$ cat src/rtl/game_ctrl.sv
// game_ctrl: round/level sequencer for the hit-or-miss game.
// Drives the frequency generator (enable, difficulty) and consumes hit/miss
// pulses from the hit detector to keep score, lives and level.
// Ports:
//   clk        system clock
//   rst        asynchronous active-low reset
//   start      one-cycle start pulse (debounced upstream)
//   pause      one-cycle pause toggle pulse (debounced upstream)
//   hit, miss  one-cycle pulses from the hit detector
//   enable     enable to frequency generator
//   difficulty difficulty code to frequency generator
//   score      hits this game (saturating)
//   lives      remaining lives
//   level_up   one-cycle pulse when difficulty increments
//   game_over  high while in OVER
//   state      encoded state: IDLE=0, PLAY=1, PAUSE=2, GAP=3, OVER=4
module game_ctrl #(
  parameter int unsigned ROUNDS_PER_LEVEL = 8,
  parameter int unsigned START_LIVES      = 3,
  parameter int unsigned MAX_LEVEL        = 7,
  parameter int unsigned GAP_CYCLES       = 25000000,
  parameter int unsigned SCORE_W          = 10
) (
  input  logic               clk,
  input  logic               rst,
  input  logic               start,
  input  logic               pause,
  input  logic               hit,
  input  logic               miss,
  output logic               enable,
  output logic [2:0]         difficulty,
  output logic [SCORE_W-1:0] score,
  output logic [1:0]         lives,
  output logic               level_up,
  output logic               game_over,
  output logic [2:0]         state
);

  // Gap counter only needs to hold 0..GAP_CYCLES-1.
  localparam int unsigned GAP_W = (GAP_CYCLES > 1) ? $clog2(GAP_CYCLES) : 1;

  typedef enum logic [2:0] {
    S_IDLE  = 3'd0,
    S_PLAY  = 3'd1,
    S_PAUSE = 3'd2,
    S_GAP   = 3'd3,
    S_OVER  = 3'd4
  } state_t;

  state_t           st;
  logic [7:0]       round_cnt;
  logic [GAP_W-1:0] gap_cnt;

  logic [7:0] round_inc;
  logic       event_c;
  logic       fatal_c;
  logic       round_done_c;
  logic       lvl_adv_c;

  // PLAY-state event decode: a miss on the last life ends the game and
  // suppresses level/pause handling; a completed round advances the level
  // only while below the top difficulty.
  always_comb begin
    round_inc    = round_cnt + 8'd1;
    event_c      = hit | miss;
    fatal_c      = miss && (lives == 2'd1);
    round_done_c = event_c && (round_inc == 8'(ROUNDS_PER_LEVEL));
    lvl_adv_c    = round_done_c && !fatal_c && (difficulty < 3'(MAX_LEVEL));
  end

  assign state = st;

  // Sequencer state and all registered outputs.
  always_ff @(posedge clk or negedge rst) begin
    if (!rst) begin
      st         <= S_IDLE;
      enable     <= 1'b0;
      difficulty <= 3'd0;
      score      <= '0;
      lives      <= 2'(START_LIVES);
      level_up   <= 1'b0;
      game_over  <= 1'b0;
      round_cnt  <= 8'd0;
      gap_cnt    <= '0;
    end else begin
      level_up <= 1'b0;
      case (st)
        S_IDLE: begin
          if (start) begin
            st         <= S_PLAY;
            enable     <= 1'b1;
            score      <= '0;
            lives      <= 2'(START_LIVES);
            difficulty <= 3'd0;
            round_cnt  <= 8'd0;
          end
        end

        S_PLAY: begin
          // A simultaneous hit and miss counts as a miss only.
          if (miss) begin
            if (fatal_c) begin
              lives     <= 2'd0;
              st        <= S_OVER;
              enable    <= 1'b0;
              game_over <= 1'b1;
            end else begin
              lives <= lives - 2'd1;
            end
          end else if (hit && (score != {SCORE_W{1'b1}})) begin
            score <= score + SCORE_W'(1);
          end

          if (!fatal_c) begin
            if (round_done_c) begin
              round_cnt <= 8'd0;
              if (lvl_adv_c) begin
                difficulty <= difficulty + 3'd1;
                level_up   <= 1'b1;
                st         <= S_GAP;
                gap_cnt    <= '0;
                enable     <= 1'b0;
              end
            end else if (event_c) begin
              round_cnt <= round_inc;
            end

            // Level transition takes precedence over a same-cycle pause.
            if (pause && !lvl_adv_c) begin
              st     <= S_PAUSE;
              enable <= 1'b0;
            end
          end
        end

        S_PAUSE: begin
          if (pause) begin
            st     <= S_PLAY;
            enable <= 1'b1;
          end
        end

        S_GAP: begin
          // Entry edge plus GAP_CYCLES-1 counted cycles keeps enable low
          // for exactly GAP_CYCLES cycles.
          if (gap_cnt == GAP_W'(GAP_CYCLES - 1)) begin
            st     <= S_PLAY;
            enable <= 1'b1;
          end else begin
            gap_cnt <= gap_cnt + GAP_W'(1);
          end
        end

        S_OVER: begin
          if (start) begin
            st        <= S_IDLE;
            game_over <= 1'b0;
          end
        end

        default: begin
          st        <= S_IDLE;
          enable    <= 1'b0;
          game_over <= 1'b0;
        end
      endcase
    end
  end

endmodule
$ cat config.mk
export PLATFORM = sky130hd
export DESIGN_NAME = game_ctrl
export DESIGN_NICKNAME = d
export VERILOG_FILES = /design/src/rtl/game_ctrl.sv
export SDC_FILE = /design/constraint.sdc
export NUM_CORES = 1
export LEC_CHECK = 0
export BUFFER_PORTS_ARGS = -buffer_cell sky130_fd_sc_hd__buf_4
export CORE_MARGIN = 5
export CORE_UTILIZATION = 55
export CTS_CLUSTER_DIAMETER = 100
export DETAILED_ROUTE_END_ITERATION = 7
export PLACE_DENSITY = 0.8
export SLEW_MARGIN = 0
export SYNTH_ARGS = -nofsm -noshare
export SYNTH_HDL_FRONTEND = slang
export SYNTH_SLANG_ARGS = --single-unit
$ cat constraint.sdc
create_clock -name clk -period 4.4 [get_ports clk]
set_input_delay 0.88 -clock clk [delete_from_list [all_inputs] [get_ports clk]]
set_output_delay 0.88 -clock clk [all_outputs]
set_load 0.01 [all_outputs]
==> flow_summary.yaml <==
global_route:
  use_met3_pct: 3.90
  gr-max-usage-layer: "met2"
  grt_max_degree: 55
  grt_pass1_wl_mm: 11.8
  grt_overflow: 0
  grtUsageTotal_pct: 19.3
  antenna_found_initial: 0
  global_route.usage.met1_pct: 26.2
  grt_pass1_vias: 2575
  met2_usage_pct: 31.4
power_and_ir_drop:
  powerDensity_nw_per_um2: 495
  power_mw: 1.74
  vdd_drop_max_uv: 398
  p_leak_nw: 1.46
route:
  route.detailed.drc: 0
  wl_mm: 7.02
  num_vias: 2759
  drt_iter0_drc: 246
  first_pass_iters: 4
  ant_nets: 0
  via_per_inst: 6.37
  wire_per_inst_um: 16.2
yosys:
  synth_seq_cells: 54
  synthesis.instances: 343
  synth-seq-area-share_pct: 42.0
  yosys.cell_types.count: 67
  yosys.area.top_type: "dfrtp_1"
  avgSynthCellArea_um2: 9.40
  synth_nets: 355
  ys_warn_count: 0
  ys_top_cells_by_area: "dfrtp_1 (40%), xor2_1 (3.5%), a21oi_1 (3.4%)"
  synth_top_area_share_pct: 40.4
  synth.most_common_cell: "dfrtp_1"
  syn_area_um2: 3220
  yosys-top-cells-count: "dfrtp_1 (52), nand2_1 (24), nor2_1 (24)"
  synthArstFlopShare_pct: 100
  synth_ff_type: "dfrtp_1"
  synth-edff-count: 0
critical_path:
  timing.rr.end: "difficulty[0]$_DFFE_PN0P_"
  path_max_fanout: 24
  crit_path_top_delay_cell: "nor2_2"
  endpoint: "difficulty[0]$_DFFE_PN0P_"
  start_kind: "flip-flop"
  crit_buf_inv: 0
  rr_startpoint: "round_cnt[0]$_DFFE_PN0P_"
  startpoint: "round_cnt[0]$_DFFE_PN0P_"
  worstPathCellList: "ha_1 -> nand3_1 -> nor4b_1 -> o211ai_1 -> nor2_2 -> a2bb2oi_1"
  slowest_delay_ps: 840
  critical_path_depth: 6
  crit_arrival_ps: 3000
  path_delay_family: "simple AND/OR/NAND/NOR gates"
  reg2regPathDepth: 6
  endpoint_kind: "flip-flop"
  path_class: "reg2reg"
  crit_required_ps: 4630
  reg2reg_slack_ps: 1630
cts:
  clk_latency_ps: 310
  clk_transition_reported_paths_ps: 100
  numCtsBuffers: 5
  cts_resized: 0
  ctsHtreeMaxLevel: 2
  cts_tree: "done"
  root_buffer: "clkbuf_8"
  post_cts_buffers: 0
  cts_hold_buf: 0
  cts_buffer_depth: 2
  clock-sinks: 54
cells_and_area:
  drive_gt1_share_pct: 15.0
  nets: 372
  antenna_cells: 0
  nFillCells: 476
  syn2layout_area_growth_pct: 8.96
  fin_area_um2: 3510
sta:
  rsz0062_at_grt: "no"
  hold_viol_final: 0
  fin_skew_ps: 11.1
  fmax_ghz: 0.361
  worst_pin_slew_ps: 1100
  slew_viol_final: 0
  holdWs_ps: 540
  fin_crit_sh_pct: 63.0
  setup_viol: 0
  setup_tns_ps: 0
  fin_crit_ps: 2770
  slew-limit-headroom_pct: 26.4
floorplanning:
  fp.dieArea_um2: 7490
  die_w_um: 86.6
  dieHeight_um: 86.6
  rows: 27
  pin_count: 27
  initial_utilization_pct: 57.5
  core_area_um2: 5610
placed_design:
  place_congestion: 0.838
  dp.final_hpwl_mm: 4.95
  dpl_cell_area_um2: 3420
  portBuffers: 26
flow_run:
  cap_violations: 0
run_status:
  status: "completed"
min_path:
  hold_path_class: "reg2reg"
worst min-delay path, delay by kind of cell, from the launching register on:
family | cells | cell delay (ps)
compound gates | 2 | 140
flops | 1 | 370
metal layers:
layer | share of wire [%] | wire, um
met4 | 0.80 | 56
met2 | 50 | 3480
met5 | 0 | 0
met1 | 46 | 3240
met3 | 3.4 | 239
cells by family (layout without fill, tap and decap cells):
| family | Yosys count | in the layout | share of synthesized area [%] |
|---|---|---|---|
| compound gates | 101 | 101 | 21.6 |
| mux | 2 | 2 | 0.660 |
| fa+ha+maj | 6 | 6 | 2.33 |
| flops | 54 | 54 | 42.0 |
| simple gates | 147 | 147 | 26.7 |
| buf+inv | 20 | 38 | 3.22 |
| xor+xnor | 13 | 13 | 3.53 |
per-stage QoR:
stage                     utilization, %  setup WS [ps]  instances
final                               62.7           1630        433
after global routing                62.7           1380        433
after CTS                           62.7           1620        433
after detailed placement            61.0           1450        425
after global placement              61.0           1520        425
after floorplan                        -           2150        343
registers in the layout, indices dropped and copies added (netlist names):
signal and cells:
difficulty 3, enable 1, game_over 1, gap_cnt 25
level_up 1, lives 2, round_cnt 8, score 10
state 3
worst min path at each step:
stage	startpoint	endpoint	slack (ps)	depth (start not counted)
4_1_cts	round_cnt[7]$_DFFE_PN0P_	round_cnt[7]$_DFFE_PN0P_	540	2
5_1_grt	round_cnt[7]$_DFFE_PN0P_	round_cnt[7]$_DFFE_PN0P_	570	2
3_3_place_gp	round_cnt[7]$_DFFE_PN0P_	round_cnt[7]$_DFFE_PN0P_	510	2
3_5_place_dp	round_cnt[7]$_DFFE_PN0P_	round_cnt[7]$_DFFE_PN0P_	520	2
6_report	round_cnt[7]$_DFFE_PN0P_	round_cnt[7]$_DFFE_PN0P_	540	2
2_1_floorplan	round_cnt[7]$_DFFE_PN0P_	round_cnt[7]$_DFFE_PN0P_	480	2
cell type report:
cell class                      count  area (um^2)  share of cell area, %
Sequential cell                    54         1350                   38.5
Inverter                            4         15.0                  0.427
Timing Repair Buffer               26          195                   5.56
Clock inverter                      3         23.8                  0.677
Tap cell                           72         90.1                   2.56
Multi-Input combinational cell    269         1770                   50.3
Clock buffer                        5         68.8                   1.96
layout by cell type, fill, tap and decap left out, drive strengths merged, types with 4 or more instances in the layout:
cell,synthesis,layout
nand3,16,16
o211ai,7,7
a22o,4,4
ha,6,6
inv,4,5
dfrtp,52,52
clkbuf,7,5
buf,9,26
nand2,24,24
o21ai,20,20
nand3b,4,4
or4,9,9
o2111ai,6,6
nand4,14,14
or3,8,8
or2,5,5
o31ai,11,11
nor2,25,25
a21o,4,4
xor2,13,13
a21oi,23,23
and3,10,10
and4,5,5
and2,5,5
power by group:
part,leakage [nW],switching (mW),internal (mW)
sequential,0.634,0.182,0.620
clock,0.0408,0.174,0.114
combinational,0.787,0.377,0.274
Note: power is estimated with default switching activity, not from simulation.
